$ cat src/rtl/engine_chain_matcher_if.sv
// Byte-stream bus between the shared char decoder and one chain-matcher engine.
interface engine_chain_matcher_if #(
    parameter int N_STATES = 8,
    parameter int OFFSET_W = 16,
    parameter int CNT_W    = 8
);
    logic                sod;
    logic                en;
    logic [N_STATES-1:0] in_char;
    logic                in_brk;
    logic                out;
    logic                match_pulse;
    logic [OFFSET_W-1:0] match_offset;
    logic [CNT_W-1:0]    match_cnt;

    modport master (
        output sod, en, in_char, in_brk,
        input  out, match_pulse, match_offset, match_cnt
    );

    modport slave (
        input  sod, en, in_char, in_brk,
        output out, match_pulse, match_offset, match_cnt
    );
endinterface

$ cat src/rtl/engine_chain_matcher.sv
// N-stage literal/char-class chain matcher with optional per-stage [^brk]* gaps and anchoring.
// The saturating match counter is built only when ENGINE_MATCH_CNT_EN is defined.
module engine_chain_matcher #(
    parameter int                  N_STATES = 8,
    parameter logic [N_STATES-1:0] GAP_MASK = '0,
    parameter bit                  ANCHORED = 1'b0,
    parameter int                  OFFSET_W = 16,
    parameter int                  CNT_W    = 8
) (
    input logic                   clk,
    engine_chain_matcher_if.slave bus
);
    // s_q[j] holds stage j+1; the top bit is the completion register and doubles as the pulse.
    logic [N_STATES-1:0] s_q;
    logic [N_STATES-1:0] s_d;
    logic                start;
    logic                hit;
    logic                out_q;
    logic [OFFSET_W-1:0] byte_cnt_q;
    logic [OFFSET_W-1:0] offset_q;

    if (ANCHORED) begin : g_anchor
        logic first_q;
        always_ff @(posedge clk) begin
            if (bus.sod) begin
                first_q <= 1'b1;
            end else if (bus.en) begin
                first_q <= 1'b0;
            end
        end
        assign start = first_q;
    end else begin : g_free
        assign start = 1'b1;
    end

    always_comb begin
        logic prev;
        prev = start;
        s_d  = '0;
        for (int j = 0; j < N_STATES; j++) begin
            s_d[j] = prev & bus.in_char[j];
            // The last stage never self-loops: it only records a completion.
            if (j < N_STATES - 1) begin
                s_d[j] = s_d[j] | (GAP_MASK[j] & s_q[j] & ~bus.in_brk);
            end
            prev = s_q[j];
        end
    end

    assign hit = bus.en & s_d[N_STATES-1];

    always_ff @(posedge clk) begin
        if (bus.sod) begin
            s_q        <= '0;
            byte_cnt_q <= '0;
            out_q      <= 1'b0;
            offset_q   <= '0;
        end else if (bus.en) begin
            s_q <= s_d;
            if (byte_cnt_q != '1) begin
                byte_cnt_q <= byte_cnt_q + OFFSET_W'(1);
            end
            if (hit && !out_q) begin
                offset_q <= byte_cnt_q;
            end
            if (hit) begin
                out_q <= 1'b1;
            end
        end else begin
            // Idle byte: intermediate stages hold, but the completion pulse must drop.
            s_q[N_STATES-1] <= 1'b0;
        end
    end

    assign bus.out          = out_q;
    assign bus.match_pulse  = s_q[N_STATES-1];
    assign bus.match_offset = offset_q;

`ifdef ENGINE_MATCH_CNT_EN
    logic [CNT_W-1:0] cnt_q;
    always_ff @(posedge clk) begin
        if (bus.sod) begin
            cnt_q <= '0;
        end else if (hit && cnt_q != '1) begin
            cnt_q <= cnt_q + CNT_W'(1);
        end
    end
    assign bus.match_cnt = cnt_q;
`else
    assign bus.match_cnt = '0;
`endif
endmodule

$ cat src/flat_wrapper.sv
// flat-port wrapper written by rule: the top's interface ports become plain ports
module engine_chain_matcher_flat 
#(
    parameter int                  N_STATES = 8,
    parameter logic [N_STATES-1:0] GAP_MASK = '0,
    parameter bit                  ANCHORED = 1'b0,
    parameter int                  OFFSET_W = 16,
    parameter int                  CNT_W    = 8
)
  (clk, bus_sod, bus_en, bus_in_char, bus_in_brk, bus_out, bus_match_pulse, bus_match_offset, bus_match_cnt);
  engine_chain_matcher_if #(.N_STATES(N_STATES), .OFFSET_W(OFFSET_W), .CNT_W(CNT_W)) bus_i ();
  input logic clk;
  input wire logic [$bits(bus_i.sod)-1:0] bus_sod;
  input wire logic [$bits(bus_i.en)-1:0] bus_en;
  input wire logic [$bits(bus_i.in_char)-1:0] bus_in_char;
  input wire logic [$bits(bus_i.in_brk)-1:0] bus_in_brk;
  output wire logic [$bits(bus_i.out)-1:0] bus_out;
  output wire logic [$bits(bus_i.match_pulse)-1:0] bus_match_pulse;
  output wire logic [$bits(bus_i.match_offset)-1:0] bus_match_offset;
  output wire logic [$bits(bus_i.match_cnt)-1:0] bus_match_cnt;
  assign bus_i.sod = bus_sod;
  assign bus_i.en = bus_en;
  assign bus_i.in_char = bus_in_char;
  assign bus_i.in_brk = bus_in_brk;
  assign bus_out = bus_i.out;
  assign bus_match_pulse = bus_i.match_pulse;
  assign bus_match_offset = bus_i.match_offset;
  assign bus_match_cnt = bus_i.match_cnt;
  engine_chain_matcher #(.N_STATES(N_STATES), .GAP_MASK(GAP_MASK), .ANCHORED(ANCHORED), .OFFSET_W(OFFSET_W), .CNT_W(CNT_W)) u_core (.clk(clk), .bus(bus_i));
endmodule
$ cat config.mk
export PLATFORM = sky130hd
export DESIGN_NAME = engine_chain_matcher_flat
export DESIGN_NICKNAME = d
export VERILOG_FILES = /design/src/rtl/engine_chain_matcher_if.sv /design/src/rtl/engine_chain_matcher.sv /design/src/flat_wrapper.sv
export SDC_FILE = /design/constraint.sdc
export NUM_CORES = 1
export LEC_CHECK = 0
export CAP_MARGIN = 40
export CORE_MARGIN = 4
export CORE_UTILIZATION = 27
export CTS_BUF_LIST = sky130_fd_sc_hd__clkbuf_4
export DETAILED_ROUTE_END_ITERATION = 10
export SLEW_MARGIN = 40
export SYNTH_ARGS = -nofsm -noshare
export SYNTH_HDL_FRONTEND = slang
export SYNTH_SLANG_ARGS = --single-unit
$ cat constraint.sdc
create_clock -name clk -period 1.7 [get_ports clk]
set_input_delay 0.34 -clock clk [delete_from_list [all_inputs] [get_ports clk]]
set_output_delay 0.34 -clock clk [all_outputs]
set_load 0.005 [all_outputs]
# [Word-level counts from Yosys, hierarchy flattened]
# Cells that the tools add are included.
# Widths: inputs -> output; s select.
[word_totals] register_bits=41 in_bits=12 out_inout_bits=26 elab_cells=22
[op_classes] n_addsub=1 eq_ne=1 bitwise=9 reduce_logical=6
[ops] cell="$add 16x1->16 const B" n=1
[ops] cell="$ne 16x16->1 const B" n=1
[ops] cell="$and 1x1->1" n=8
[ops] cell="$reduce_and 2->1" n=3
[ops] cell="$reduce_or 2->1" n=1
[ops] cell="$logic_and 1x1->1" n=1
[ops] cell="$logic_not 1->1" n=1
[ops] cell="$not 1->1" n=1

# [Longest topological paths before layout]
[logic_depth] ltp_word=4 ltp_mapped=6 depth_no_buf=5

# [Least setup slack after synthesis]
# Ideal clock, no wire load.
[synth_path] path_type="reg-to-reg" from="register u_core.byte_cnt_q[0]" to="register u_core.byte_cnt_q[14]" setup_ps=121 arrival_ps=1584 required_ps=1579 path_slack_ps=-5 stages_incl_launch_ff=6 path_buffers=0 synth_period_minus_slack_ps=1705 cell_sequence="dfxtp_1 > ha_1 > nand4_1 > or2_2 > nor3_1 > mux2_2"
[synth_via] elab_chain_cells=2 elab_cells_between_ends=3 cone_classes="add/sub (1); eq/ne (1); reduce/logical (1)"
[synth_rtl] item="from (decl)" line="engine_chain_matcher.sv:19" text="logic [OFFSET_W-1:0] byte_cnt_q;"
[synth_rtl] item="from (signal assigned)" line="engine_chain_matcher.sv:61" text="byte_cnt_q <= byte_cnt_q + OFFSET_W'(1);"
[synth_rtl] item="parallel branches: the longest is 2 deep, another holds $add 16x1->16"
# Parallel ways; which one is timed is not known.
# A chain may end at the register's enable or synchronous reset.

# [Final worst setup path]
# Ends and elaborated chain as after synthesis.

==> impl_results.rst <==
.. list-table::
   :header-rows: 1

   * - Metric
     - Value
   * - Final worst path period share
     - 94.6%
   * - Maximum count of clock buffers along a single path
     - 2
   * - # setup viols final
     - 0
   * - Distinct cell type count after synthesis
     - 32
   * - Die Outline Area
     - 0.00785 mm^2
   * - Depth of the most critical reg-to-reg path
     - 5
   * - GPL Wtd Cong
     - 0.811
   * - Crit path buf inv count
     - 0
   * - CTS HTree Levels
     - 2
   * - Worst-skew pair later-pin latency
     - 350 ps
   * - RSZ-0062 raised after global routing
     - false
   * - Number of antenna violations at the first check in global routing
     - 0
   * - Placeable core region
     - 0.00631 mm^2
   * - Number of DRC violations after detailed routing
     - 0
   * - Largest stage delay, worst path
     - 360 ps
   * - Width of the chip
     - 88.6 um
   * - Number of DRC violations after detailed-routing iteration 0
     - 62
   * - Final design area excluding fillers
     - 0.00234 mm^2
   * - Net count, final
     - 274
   * - Number of I/O port buffers
     - 28
   * - Flip-flop and latch count after synthesis
     - 41
   * - Hold path cells
     - 2
   * - Maximum clock frequency
     - 0.622 GHz
   * - Family of cells with the greatest summed delay on the critical path
     - simple AND/OR/NAND/NOR gates
   * - Avg Inst Size Synth
     - 8.27 um^2
   * - Cell Area, Synth
     - 0.00175 mm^2
   * - Vias after detailed routing
     - 1,588
   * - Dominant synthesized flop cell
     - sky130_fd_sc_hd__dfxtp_1
   * - Number of global-route vias before repair
     - 1,443
   * - Total wirelength of the detailed-routed design
     - 3700 um
   * - Count of yosys warnings during synthesis
     - 0
   * - PD cells
     - 727 mW/mm^2
   * - Avg Vias per Cell
     - 4.68
   * - Post-CTS Hold Fix Bufs
     - 0
   * - Highest-delay cell along the critical path
     - sky130_fd_sc_hd__dfxtp_1
   * - Total CTS buffers
     - 5
   * - Post-place instance area
     - 0.00226 mm^2
   * - Number of detailed-route iterations in the first pass
     - 4
   * - Pin count of the biggest net entering global routing
     - 20
   * - Fin crit period
     - 1610 ps
   * - Hold Path Class
     - reg -> reg
   * - Worst vdd rail ir drop
     - 0.312 mV
   * - Number of flops mapped to enable cells by yosys
     - 0
   * - Area Overhead vs Synth
     - 33.3%
   * - Category of the worst setup path capture point
     - flop
   * - Static Leakage
     - 0.810 nW
   * - Count of endpoints failing hold in the final timing report
     - 0
   * - Effective utilization at floorplan
     - 27.8%
   * - Die H
     - 88.6 um
   * - Final total power
     - 0.00170 W
   * - Average wire per standard cell
     - 10.9 um
   * - Post-Synthesis Cells
     - 212
   * - Run status
     - completed
   * - Total GRT Usage
     - 10.0%
   * - Fraction of layout cells with a size suffix above 1
     - 16.4%
   * - Final HPWL DP
     - 2870 um
   * - Ys async rst share
     - 0%
   * - Top fanout value on the critical path
     - 3
   * - Path type of the worst setup path
     - reg -> reg
   * - Crit path depth
     - 5
   * - Required time of the worst setup path
     - 1950 ps
   * - Clock tree from TritonCTS
     - built
   * - Number of ports placed on the die boundary
     - 38
   * - Total number of clock tree sinks
     - 41
   * - Crit path cell chain
     - ha_2, nand4_1, or2_2, nor3_1, mux2_2
   * - Standard-cell rows
     - 29
   * - Maxcap violations
     - 0
   * - Arrival time reported for the critical path endpoint
     - 1860 ps
   * - Remaining number of nets flagged by the antenna check after routing
     - 0
   * - First-pass GRT wire length
     - 6210 um
   * - Clock-pin transition on the worst setup and hold timing paths
     - 120 ps
   * - Number of max-slew violations in the final report
     - 0
   * - Cell at the root of the clock tree
     - sky130_fd_sc_hd__clkbuf_4
   * - Startpoint class of the critical path
     - flop
   * - Final antenna diode count
     - 0
   * - Sequential-to-total area share from yosys stat
     - 46.8%
   * - Remaining global-route overflow
     - 0
   * - Largest clock skew in the final design
     - 15.3 ps
==> tightest hold or removal path, cell delays in order, from the launching register on <==
cell	delay [ps]
sky130_fd_sc_hd__dfxtp_1	330
sky130_fd_sc_hd__nand2_1	50
sky130_fd_sc_hd__a21oi_1	50
==> stage by stage <==
stage / setup slack, ps / instances / setup TNS [ps] / util [%] / hold slack (ps)
after global routing: 5.01 / 339 / 0 / 37.0 / 490
final: 91.2 / 339 / 0 / 37.0 / 465
after CTS: 62.8 / 339 / 0 / 37.0 / 465
after global placement: -281 / 331 / -4500 / 35.8 / 445
after detailed placement: -267 / 331 / -4580 / 35.8 / 448
after floorplan: 13.9 / 219 / 0 / - / 446
==> routing by layer <==
metal | part of all wire, % | GRT usage [%]
met4 | 1.8 | 4.26
met5 | 0 | 0
met1 | 48 | 12.7
met2 | 46 | 15.8
met3 | 4.2 | 3.07
==> flip-flops by register name (all words and copies together) (netlist names) <==
signal and cells:
u_core.byte_cnt_q 16, u_core.s_q 8, u_core.bus.match_offset 16, u_core.bus.out 1
==> synthesized netlist by cell type, types with 2 or more instances <==
master | instances | share of area (%)
sky130_fd_sc_hd__dfxtp_1 | 41 | 47
sky130_fd_sc_hd__nor3_1 | 4 | 1.1
sky130_fd_sc_hd__o31ai_1 | 2 | 0.86
sky130_fd_sc_hd__a211oi_1 | 2 | 0.86
sky130_fd_sc_hd__nand3_1 | 11 | 3.1
sky130_fd_sc_hd__and4_4 | 2 | 1.3
sky130_fd_sc_hd__buf_4 | 10 | 4.3
sky130_fd_sc_hd__nor2b_1 | 3 | 1.1
sky130_fd_sc_hd__or3_1 | 5 | 1.8
sky130_fd_sc_hd__inv_1 | 4 | 0.86
sky130_fd_sc_hd__mux2i_1 | 2 | 1.1
sky130_fd_sc_hd__nor2_1 | 10 | 2.1
sky130_fd_sc_hd__o21ai_0 | 6 | 1.7
sky130_fd_sc_hd__nand2_1 | 39 | 8.3
sky130_fd_sc_hd__mux2_2 | 2 | 1.3
sky130_fd_sc_hd__clkbuf_1 | 8 | 1.7
sky130_fd_sc_hd__a21oi_1 | 31 | 8.8
sky130_fd_sc_hd__nand2b_1 | 7 | 2.5
sky130_fd_sc_hd__nand4_1 | 9 | 3.2
sky130_fd_sc_hd__or4_1 | 2 | 0.86
==> power breakdown <==
part	internal (W)	switching (W)
Combinational	0.0000479	0.0000451
Sequential	0.000967	0.00000416
Clock	0.000322	0.000313
Total	0.00134	0.000362
==> path summary, 6_finish.rpt <==
kind,slack [ps],endpoint,from
hold / removal,460,u_core.bus.match_offset[4],u_core.bus.match_offset[4]
setup / recovery,90,u_core.byte_cnt_q[14],u_core.byte_cnt_q[0]
hold reg to reg,460,u_core.bus.match_offset[4],u_core.bus.match_offset[4]
setup reg to reg,90,u_core.byte_cnt_q[14],u_core.byte_cnt_q[0]
==> placed cells by master (no fill, tap or decap), types with 2 or more instances in the layout <==
cell and count:
sky130_fd_sc_hd__nand2_1 39, sky130_fd_sc_hd__dfxtp_1 39, sky130_fd_sc_hd__a21oi_1 31, sky130_fd_sc_hd__clkdlybuf4s50_1 28, sky130_fd_sc_hd__buf_4 25, sky130_fd_sc_hd__nand3_1 11
sky130_fd_sc_hd__nor2_1 10, sky130_fd_sc_hd__nand4_1 9, sky130_fd_sc_hd__conb_1 8, sky130_fd_sc_hd__nand2b_1 7, sky130_fd_sc_hd__o21ai_0 6, sky130_fd_sc_hd__clkbuf_4 6
sky130_fd_sc_hd__or3_1 5, sky130_fd_sc_hd__inv_1 4, sky130_fd_sc_hd__nor3_1 4, sky130_fd_sc_hd__nor2b_1 3, sky130_fd_sc_hd__and4_4 2, sky130_fd_sc_hd__a211oi_1 2
sky130_fd_sc_hd__mux2i_1 2, sky130_fd_sc_hd__mux2_2 2, sky130_fd_sc_hd__o31ai_1 2, sky130_fd_sc_hd__or4_1 2, sky130_fd_sc_hd__dfxtp_2 2
==> layout make-up <==
type	count	area, um^2
Multi-Input combinational cell	155	837
Fill cell	663	3980
Clock buffer	6	45.0
Tap cell	77	96.3
Sequential cell	41	823
Clock inverter	2	33.8
Timing Repair Buffer	54	488
Inverter	4	15.0
==> cell families (layout without fill, tap and decap cells) <==
| kind of cell | count (synthesis) | after routing | synth area share (%) |
|---|---|---|---|
| other | 1 | 8 | 0.214 |
| AO/OA/AOI/OAI | 44 | 44 | 13.6 |
| multiplexers | 4 | 4 | 2.43 |
| adder cells (fa/ha/maj) | 1 | 1 | 0.713 |
| XOR/XNOR | 1 | 1 | 0.499 |
| buffers and inverters | 23 | 66 | 7.13 |
| AND/OR/NAND/NOR | 97 | 97 | 28.6 |
| flip-flops | 41 | 41 | 46.8 |
==> what timing repair did <==
item	in CTS	in global routing
buffers inserted	0	0
setup endpoints to repair	0	3
resized for setup	0	2
Note: power is estimated with default switching activity, not from simulation.
